**src/rtl/mac_seq_ctrl.sv**
```systemverilog
// Dot-product sequencer for a 2-stage signed 8x8->16 MAC: holds operand vectors A/B,
// streams them into the MAC on start, then presents the result over valid/ready.
module mac_seq_ctrl #(
  parameter int N  = 4,
  parameter int AW = $clog2(N),
  parameter int LW = $clog2(N + 1)
) (
  input  logic          clk,
  input  logic          reset_n,
  input  logic          wr_en,
  input  logic          wr_sel,
  input  logic [AW-1:0] wr_addr,
  input  logic [7:0]    wr_data,
  input  logic          start,
  input  logic [LW-1:0] start_len,
  input  logic          abort,
  output logic          busy,
  output logic [7:0]    mac_a,
  output logic [7:0]    mac_b,
  output logic          mac_valid_in,
  output logic          mac_reset,
  input  logic [15:0]   mac_f,
  input  logic          mac_valid_out,
  input  logic          mac_overflow,
  output logic [15:0]   res_data,
  output logic          res_ovf,
  output logic          res_valid,
  input  logic          res_ready
);

  typedef enum logic [2:0] {IDLE, CLEAR, ISSUE, DRAIN, DONE} state_t;

  localparam logic [LW-1:0] LEN_MAX = LW'(N);
  localparam logic [AW:0]   DEPTH   = (AW + 1)'(N);

  state_t        state_reg, state_next;
  logic [LW-1:0] len_reg, len_next;
  logic [LW-1:0] idx_reg, idx_next;
  logic [LW-1:0] cnt_reg, cnt_next, cnt_inc;
  logic          ovf_reg, ovf_next;
  logic [LW-1:0] len_clamped;

  logic [7:0]    mac_a_next, mac_b_next;
  logic          mac_valid_in_next, mac_reset_next;
  logic [15:0]   res_data_next;
  logic          res_ovf_next, res_valid_next;

  logic [7:0]    a_buf [N];
  logic [7:0]    b_buf [N];
  logic [N-1:0]  we_a, we_b;
  logic          wr_ok;

  // Buffers only accept host writes while idle, so an in-flight run sees stable operands.
  assign wr_ok = wr_en && (state_reg == IDLE) && ({1'b0, wr_addr} < DEPTH);

  genvar gi;
  generate
    for (gi = 0; gi < N; gi++) begin : g_we
      assign we_a[gi] = wr_ok && !wr_sel && (wr_addr == AW'(gi));
      assign we_b[gi] = wr_ok &&  wr_sel && (wr_addr == AW'(gi));
    end
  endgenerate

  always_ff @(posedge clk or negedge reset_n) begin
    if (!reset_n) begin
      for (int i = 0; i < N; i++) begin
        a_buf[i] <= '0;
        b_buf[i] <= '0;
      end
    end else begin
      for (int i = 0; i < N; i++) begin
        if (we_a[i]) a_buf[i] <= wr_data;
        if (we_b[i]) b_buf[i] <= wr_data;
      end
    end
  end

  assign busy        = (state_reg != IDLE);
  assign len_clamped = (start_len > LEN_MAX) ? LEN_MAX : start_len;
  assign cnt_inc     = cnt_reg + LW'(1);

  always_comb begin
    state_next        = state_reg;
    len_next          = len_reg;
    idx_next          = idx_reg;
    cnt_next          = cnt_reg;
    ovf_next          = ovf_reg;
    mac_a_next        = mac_a;
    mac_b_next        = mac_b;
    mac_valid_in_next = 1'b0;
    mac_reset_next    = 1'b0;
    res_data_next     = res_data;
    res_ovf_next      = res_ovf;

    case (state_reg)
      IDLE: begin
        if (start && !abort) begin
          len_next = len_clamped;
          if (len_clamped == '0) begin
            state_next    = DONE;
            res_data_next = '0;
            res_ovf_next  = 1'b0;
          end else begin
            state_next     = CLEAR;
            mac_reset_next = 1'b1;
            mac_a_next     = '0;
            mac_b_next     = '0;
          end
        end
      end
      CLEAR: begin
        state_next        = ISSUE;
        idx_next          = LW'(1);
        cnt_next          = '0;
        ovf_next          = 1'b0;
        mac_valid_in_next = 1'b1;
        mac_a_next        = a_buf[0];
        mac_b_next        = b_buf[0];
      end
      ISSUE, DRAIN: begin
        if (state_reg == ISSUE) begin
          if (idx_reg == len_reg) begin
            state_next = DRAIN;
          end else begin
            mac_valid_in_next = 1'b1;
            mac_a_next        = a_buf[idx_reg[AW-1:0]];
            mac_b_next        = b_buf[idx_reg[AW-1:0]];
            idx_next          = idx_reg + LW'(1);
          end
        end
        // The final overflow is folded in directly since the sticky bit lags a cycle.
        if (mac_valid_out) begin
          cnt_next = cnt_inc;
          ovf_next = ovf_reg | mac_overflow;
          if (cnt_inc == len_reg) begin
            state_next        = DONE;
            res_data_next     = mac_f;
            res_ovf_next      = ovf_reg | mac_overflow;
            mac_valid_in_next = 1'b0;
          end
        end
      end
      DONE: begin
        if (res_ready) state_next = IDLE;
      end
      default: state_next = IDLE;
    endcase

    if (abort && (state_reg != IDLE)) begin
      state_next        = IDLE;
      mac_reset_next    = 1'b1;
      mac_valid_in_next = 1'b0;
      mac_a_next        = '0;
      mac_b_next        = '0;
      res_data_next     = res_data;
      res_ovf_next      = res_ovf;
    end
  end

  assign res_valid_next = (state_next == DONE);

  always_ff @(posedge clk or negedge reset_n) begin
    if (!reset_n) begin
      state_reg    <= IDLE;
      len_reg      <= '0;
      idx_reg      <= '0;
      cnt_reg      <= '0;
      ovf_reg      <= 1'b0;
      mac_a        <= '0;
      mac_b        <= '0;
      mac_valid_in <= 1'b0;
      mac_reset    <= 1'b1;
      res_data     <= '0;
      res_ovf      <= 1'b0;
      res_valid    <= 1'b0;
    end else begin
      state_reg    <= state_next;
      len_reg      <= len_next;
      idx_reg      <= idx_next;
      cnt_reg      <= cnt_next;
      ovf_reg      <= ovf_next;
      mac_a        <= mac_a_next;
      mac_b        <= mac_b_next;
      mac_valid_in <= mac_valid_in_next;
      mac_reset    <= mac_reset_next;
      res_data     <= res_data_next;
      res_ovf      <= res_ovf_next;
      res_valid    <= res_valid_next;
    end
  end

endmodule

```
**config.mk**
```make
export PLATFORM = sky130hd
export DESIGN_NAME = mac_seq_ctrl
export DESIGN_NICKNAME = d
export VERILOG_FILES = /design/src/rtl/mac_seq_ctrl.sv
export SDC_FILE = /design/constraint.sdc
export NUM_CORES = 1
export LEC_CHECK = 0
export CAP_MARGIN = 20
export CORE_MARGIN = 2
export CORE_UTILIZATION = 49
export DETAILED_ROUTE_END_ITERATION = 12
export HOLD_SLACK_MARGIN = 0.06
export PLACE_DENSITY = 0.76
export SYNTH_ARGS = -nofsm -noshare
export SYNTH_HDL_FRONTEND = slang
export SYNTH_SLANG_ARGS = --single-unit
```
**constraint.sdc**
```tcl
create_clock -name clk -period 1.9 [get_ports clk]
set_clock_uncertainty 0.1 [all_clocks]
set_input_delay 0.38 -clock clk [delete_from_list [all_inputs] [get_ports clk]]
set_output_delay 0.38 -clock clk [all_outputs]
set_load 0.005 [all_outputs]
```
Word-level counts from Yosys, hierarchy flattened --
Index checks and enable logic that the tools add are counted.
Word-level totals: bits of input ports 38, register bits after elaboration 113
Cells by class: mux-type cells 53, magnitude comparators 2, equal/unequal tests 20, reductions and logical operators 28, add/sub/neg operators 2, bitwise logic cells 3
Operators with widths (number):
- 2-to-1 mux 8 bit | 12
- 2-to-1 mux 16 bit | 4
- one-hot mux 8 bit (3 select lines) | 2
- 2-to-1 mux 3 bit | 12
- binary-select mux 8 bit (select 2 bit) | 2
- one-hot mux 16 bit (2 select lines) | 1
- 2-to-1 mux 1 bit | 14
- logical AND 1 bit | 13
- one-hot mux 3 bit (2 select lines) | 2
- one-hot mux 3 bit (4 select lines) | 1
- inequality test 2 bit, second input constant | 4
- adder 3 x 1 -> 3 bit, second input constant | 2
- == test 3 x 2 -> 1 bit, second input constant | 2
- == test 3 bit | 2
- == test 3 bit, second input constant | 2
- zero test 3 bit | 2
- inequality test 3 bit, second input constant | 2
- one-hot mux 1 bit (2 select lines) | 3
- AND reduction 6 bit | 1
- AND reduction 5 bit | 1
- == test 2 bit, second input constant | 2
- inequality test 2 x 1 -> 1 bit, second input constant | 2
- AND reduction 2 bit | 2
- nonzero test 2 bit | 2
- other kinds (15) | 16

Logic depth before layout (Yosys ltp) --
Gate-level depths: netlist of the first run.
depth after elaboration 8, gate-level depth with buffers 7, mapped depth without buffers 5

Least setup slack after synthesis of the first run --
No wires, ideal clock.
kind reg-to-reg, start point reg cnt_reg[0], end point reg res_ovf, data arrival time 1.807 ns, stages on the path, launching flop included 8, period minus slack after synthesis 1.986 ns, setup slack -0.086 ns, data required time 1.721 ns, setup time 0.079 ns, cells stage by stage dfrtp_1 > ha_1 > xnor2_1 > nand4_1 > a221oi_2 > buf_6 > buf_12 > mux2i_1
On the way: word-level cells in the longest chain between the ends 4
RTL lines:
- start: declaration | RTL line 39 | logic [LW-1:0] cnt_reg, cnt_next, cnt_inc;
- start signal: assignment | RTL line 180 | cnt_reg <= cnt_next;
- adder 3 x 1 -> 3 bit | RTL line 80 | assign cnt_inc = cnt_reg + LW'(1);
- == test 3 bit | RTL line 135 | if (cnt_inc == len_reg) begin
- inequality test 2 bit (no line)
- AND reduction 6 bit (no line)
- end signal: assignment | RTL line 187 | res_ovf <= res_ovf_next;
- end: declaration | RTL line 26 | output logic res_ovf,
No other way between the ends. A chain may end at the register's enable or synchronous reset.

Worst setup path after layout of the first run --
start point reg len_reg[2], end point reg res_data[9]
On the way: word-level cells in the longest chain between the ends 3
RTL lines:
- start: declaration | RTL line 37 | logic [LW-1:0] len_reg, len_next;
- start signal: assignment | RTL line 178 | len_reg <= len_next;
- == test 3 bit | RTL line 135
- inequality test 2 bit (no line)
- AND reduction 6 bit (no line)
- end signal: assignment | RTL line 186 | res_data <= res_data_next;
- end: declaration | RTL line 25 | output logic [15:0] res_data,
No other way between the ends.

==> results of run 1 <==
[cell families (layout without fill, tap and decap cells)]
| family | Yosys count | count (layout) | share of synthesized area (%) |
|---|---|---|---|
| adder cells (fa/ha/maj) | 2 | 2 | 0.476 |
| XOR/XNOR | 6 | 6 | 1.26 |
| buffers and inverters | 45 | 197 | 4.03 |
| AND/OR/NAND/NOR | 67 | 67 | 7.65 |
| flip-flops | 113 | 113 | 53.9 |
| AO/OA/AOI/OAI | 76 | 76 | 12.1 |
| multiplexers | 100 | 100 | 20.6 |
[worst max-delay path by stage]
stage / startpoint / to / slack [ns] / depth (start not counted)
floorplan: cnt_reg[0] / res_ovf / 0.03 / 7
global placement: wr_sel / a_buf[21] / -0.26 / 6
detailed placement: start_len[0] / res_data[0] / -0.35 / 6
CTS: cnt_reg[1] / res_data[0] / -0.12 / 6
global route: cnt_reg[1] / res_data[9] / -0.22 / 7
finish: len_reg[2] / res_data[9] / -0.22 / 6
[report_power, final]
group / switching (mW) / internal (mW) / leakage [nW]
Clock: 1.13 / 2.01 / 0.283
Sequential: 0.528 / 3.23 / 1.41
Combinational: 1.53 / 2.03 / 1.68
[what timing repair did]
item,in CTS,in global routing
hold endpoints to repair,113,0
hold buffers,1,0
pin swaps,3,18
setup buffers,4,12
resized for setup,15,58
setup endpoints to repair,30,97
cloned,1,4
[critical path, cell delays in order, from the launching register on]
cell and delay [ns]:
dfrtp_1 0.43, xnor3_1 0.46, nand4_1 0.19, a221oi_4 0.27, buf_6 0.17, buf_6 0.13
mux2i_1 0.24
[routing by layer]
layer | track usage (%) | up-vias | part of all wire [%]
met5 | 0 | - | 0
met4 | 11.7 | 0 | 2.5
met3 | 5.39 | 31 | 4.2
met2 | 39.7 | 116 | 51
met1 | 29.5 | 2038 | 42
li1 | - | 1779 | -
[layout make-up]
cell class	count	area share, %
timing repair buffer	142	19.7
sequential	113	37.1
clock inverter	11	1.66
inverter	23	1.18
multi-input combinational	251	32.0
clock buffer	21	6.15
tap	136	2.23
[Yosys cell counts (2+ instances only)]
library cell  instances
nor2b_1               3
buf_2                12
o21ai_0               6
nand2_1              24
o2bb2ai_1            33
a22oi_1              16
nand3_1               2
nand2b_1              5
a32o_1                2
nor3b_4               2
a31oi_1               2
mux2i_1              34
nand4_1               3
nand3_2               2
nand3b_2              2
xnor2_1               4
ha_1                  2
a31o_2                3
clkbuf_1              5
buf_1                 2
inv_1                22
a21oi_1               2
nor2_1               10
a22o_1                3
nor3_1                3
mux2_2               66
nor2_2                2
dfrtp_1             112
[stage by stage]
step | cell area [µm²] | power (mW) | worst slack (ns) | TNS [ns] | hold WS [ns]
after floorplan | 5270 | 5.44 | 0.0275 | 0 | -0.0156
after global placement | 6560 | 6.65 | -0.255 | -15.99 | 0.181
after detailed placement | 6560 | 6.81 | -0.350 | -18.58 | 0.176
after CTS | 7260 | 10.1 | -0.119 | -1.59 | 0.189
after global routing | 7630 | 11.0 | -0.222 | -4.96 | 0.196
final | 7630 | 10.5 | -0.218 | -3.39 | 0.193
==> flow_summary.ini, run 1 <==
[global_routing]
gr-total-overflow = 0
grt_pass1_wl_um = 20900
antenna_found_initial = 0
grt_pass1_vias = 4107
track_usage_pct = 23.9
grt_max_degree = 47

[cts]
insertion_delay_ns = 0.52
path_clk_slew_ns = 0.06
cts_root_buf = clkbuf_8
cts_max_level = 4
cts_tree = yes
cts_buffer_depth = 2
cts_buffers = 17
clock-sinks = 113

[worst_setup_path]
arrival_ns = 2.44
worstPathMaxFanout = 4
crit_path_end_kind = flip-flop
critPathRequiredTime_ns = 2.22
startpoint_type = flip-flop
reg2reg_depth = 6
timing.reg2reg.setup_slack_ns = -0.22
rr_endpoint = res_data[9]
regToRegStartpoint = len_reg[2]
crit_type = reg2reg

[sta]
layout_setup_ws_ns = -0.218
worst_pin_slew_ns = 0.547
rsz0062_at_grt = true
fin_crit_ns = 2.12
max_freq_ghz = 0.472
period_share_pct = 111
setup_viol = 35
slew_violations = 0
hold_viol_final = 0
maxSlewHeadroom_pct = 63.3

[pwr]
peakVddDrop_mv = 0.865
power.density_nw_per_um2 = 1370
p_leak_nw = 3.37

[floorplanning]
die_w_um = 108
num_rows = 37
fp.coreArea_um2 = 10400
start_util_pct = 50.6
dieArea_um2 = 11600
pin_count = 75
die_height_um = 108

[drt]
drt_iter0_drc = 232
via_per_inst = 5.69
final_antenna_net_count = 0
drc = 0
first_pass_iters = 5
wl_per_cell_um = 20.7
via_count = 3964
wl_um = 14400

[layout]
final_common_cell = dfrtp_1
instances_no_fill = 697
finish.utilization_pct = 73.6
layout_common_cells = 110 x dfrtp_1, 62 x clkdlybuf4s50_1, 45 x buf_4
largestRegisters = a_buf: 32 flops, b_buf: 32 flops, res_data: 16 flops
nets = 588
multiInputGateArea_um2 = 2440
filler_cell_count = 664
diodes = 0
drive_gt1_share_pct = 36.5
seq_area_um2 = 2830
synthToLayoutAreaGrowth_pct = 45.2

[outcome]
violations = setup timing
status = complete, but fails checks

[placement]
io_buffers = 74
dp_hpwl_um = 8230
routabilityCongestion = 0.868
place_inst = 643

[yosys]
synth_cell_types = 53
synth-main-ff-cell = dfrtp_1
ys_seq_elements = 113
yosysWarnings = 0
syn-instance-count = 409
synth_top_area_share_pct = 53.4
seq_area_frac_synth_pct = 53.9
synth_edf_count = 0
synthArstFlopShare_pct = 100
yosys.area.top_type = dfrtp_1
syn-mean-instance-area_um2 = 12.8
syn_area_um2 = 5250
syn_nets = 449
synthTopCellsByArea = dfrtp_1 53%, mux2_2 14%, mux2i_1 6.5%, o2bb2ai_1 5.5%, a22oi_1 2.3%

[job]
cap_violations = 0

[min_path]
hp-class = in2async
Power figures use the tool's default switching activity.
==> run 2: changes to the inputs <==
--- a/config.mk
+++ b/config.mk
@@ -6,11 +6,13 @@
 export NUM_CORES = 1
 export LEC_CHECK = 0
 export CAP_MARGIN = 20
+export CORE_ASPECT_RATIO = 1.75
 export CORE_MARGIN = 2
-export CORE_UTILIZATION = 49
+export CORE_UTILIZATION = 51
+export CTS_BUF_LIST = sky130_fd_sc_hd__clkbuf_2
 export DETAILED_ROUTE_END_ITERATION = 12
 export HOLD_SLACK_MARGIN = 0.06
-export PLACE_DENSITY = 0.76
+export PLACE_DENSITY = 0.78
 export SYNTH_ARGS = -nofsm -noshare
 export SYNTH_HDL_FRONTEND = slang
 export SYNTH_SLANG_ARGS = --single-unit
==> run 2 against run 1 <==
Net effect: the flow still finishes with violations (setup timing); sequential power hardly changed; clock power is 37% lower; global-route usage is 0.20 points higher; total power is 7.7% lower; register-to-register slack better by 0.07 ns; worst hold slack worse by 0.11 ns; routed wire length is 2.7% higher.
==> flow_summary.ini, run 2 (synthesis results as in run 1) <==
[outcome]
status = complete, but fails checks
violations = setup timing

[sta]
hold_viol_final = 0
fin_crit_ns = 2.09
rsz0062_at_grt = true
maxSlewHeadroom_pct = 68.8
slew_violations = 0
setup_viol = 59
period_share_pct = 110
worst_pin_slew_ns = 0.468
layout_setup_ws_ns = -0.193
max_freq_ghz = 0.478

[drt]
wl_met2_um = 7980
drt_iter0_drc = 158
via_count = 4121
wl_per_cell_um = 20.8
via_per_inst = 5.80
wl_um = 14800
wl_met1_um = 5520
routed.top_layer = met4
dr_wl_met3_um = 691
final_antenna_net_count = 0
first_pass_iters = 5
drc = 0

[floorplanning]
die_w_um = 80.7
fp.coreArea_um2 = 10200
die_height_um = 138
start_util_pct = 51.6
pin_count = 75
dieArea_um2 = 11200
num_rows = 49

[layout]
synthToLayoutAreaGrowth_pct = 45.7
final_common_cell = dfrtp_1
stdcell_area_um2 = 7650
layout_common_cells = 109 x dfrtp_1, 59 x buf_4, 42 x mux2_2
instances_no_fill = 711
nets = 610
filler_cell_count = 641
multiInputGateArea_um2 = 2600
largestRegisters = a_buf: 32 flops, b_buf: 32 flops, res_data: 16 flops
seq_area_um2 = 2830
drive_gt1_share_pct = 42.4

[min_path]
hp-class = in2async

[cts]
clock-sinks = 113
cts_max_level = 4
cts_buffers = 17
insertion_delay_ns = 0.70
path_clk_slew_ns = 0.21
cts_buffer_depth = 2
cts_root_buf = clkbuf_2
cts_tree = yes

[worst_setup_path]
crit_path_end_kind = output port
arrival_ns = 1.61
startpoint_type = flip-flop
critPathRequiredTime_ns = 1.42
worstPathMaxFanout = 2
crit_type = reg2out

[placement]
place_inst = 633
pre_cts_slack_ns = -0.328
placed_cell_area_um2 = 6560
io_buffers = 74
routabilityCongestion = 0.866
dp_hpwl_um = 8680

[global_routing]
grt_max_degree = 72
track_usage_pct = 24.1
antenna_found_initial = 1
grt_pass1_vias = 4092
gr-total-overflow = 0
grt_pass1_wl_um = 20500

[pwr]
p_leak_nw = 3.36
peakVddDrop_mv = 0.832
power.density_nw_per_um2 = 1260

[job]
cap_violations = 0
## run 2: changes by cell type in the layout (fill, tap and decap cells not counted), moves of 3 or more
cell | before | now
o2bb2ai_2 | 0 | 11
xnor2_1 | 3 | 0
dlygate4sd2_1 | 2 | 14
clkbuf_16 | 19 | 3
clkdlybuf4s50_1 | 62 | 36
clkbuf_8 | 5 | 0
clkbuf_2 | 1 | 19
buf_4 | 45 | 59
clkdlybuf4s15_1 | 0 | 20
buf_6 | 7 | 15
o2bb2ai_1 | 33 | 21
bufinv_16 | 2 | 5
dlymetal6s2s_1 | 8 | 0
## run 2: layout make-up
cell class                 count  share of cell area, %
inverter                      23                   1.18
clock inverter                14                   2.78
tap                          127                   2.08
timing repair buffer         164                   21.8
antenna                        1                 0.0327
sequential                   113                   37.0
clock buffer                  18                   1.18
multi-input combinational    251                   33.9
## run 2: repair_timing
item	4_1_cts	5_1_grt
endpoints found under the setup margin	56	85
buffers inserted	13	26
hold buffers	2	0
gates cloned	0	4
hold endpoints to repair	113	0
gates resized for setup	54	101
pin swaps	3	11
## run 2: path summary, 6_finish.rpt
path / from / endpoint / slack (ns) / cells after the start
min: reset_n / len_reg[0] / 0.08 / 3
max in group asynchronous: reset_n / res_data[8] / 0.79 / 4
max reg2reg: cnt_reg[1] / res_data[11] / -0.15 / 7
min reg2reg: mac_a[2] / mac_a[2] / 0.41 / 1
min in group clk: mac_f[12] / res_data[12] / 0.13 / 3
max: state_reg[2] / busy / -0.19 / 4
## run 2: layer usage
metal,track usage (%),up-vias
li1,-,1832
met1,28.1,2088
met2,41.7,146
met3,5.48,55
met4,10.6,0
met5,0,-
## run 2: where the power goes
group          total, mW  internal [mW]  switching, mW
Clock               1.99           1.00          0.986
Combinational       3.90           2.22           1.68
Sequential          3.77           3.22          0.553
## run 2: critical path, stage by stage, from the launching register on
cell	delay, ns
dfrtp_2	0.47
nor3_2	0.17
buf_4	0.15
inv_2	0.03
buf_6	0.10
## run 2: metrics by stage
step	utilization, %	power (mW)	setup TNS [ns]	hold slack [ns]
6_report	75.2	9.66	-4.09	0.0798
5_1_grt	75.2	10.1	-8.46	0.0922
4_1_cts	68.4	8.72	-1.15	0.0876
3_5_place_dp	64.4	6.82	-14.90	0.284
3_3_place_gp	64.4	6.66	-13.18	0.277
2_1_floorplan	-	5.44	0	-0.0156
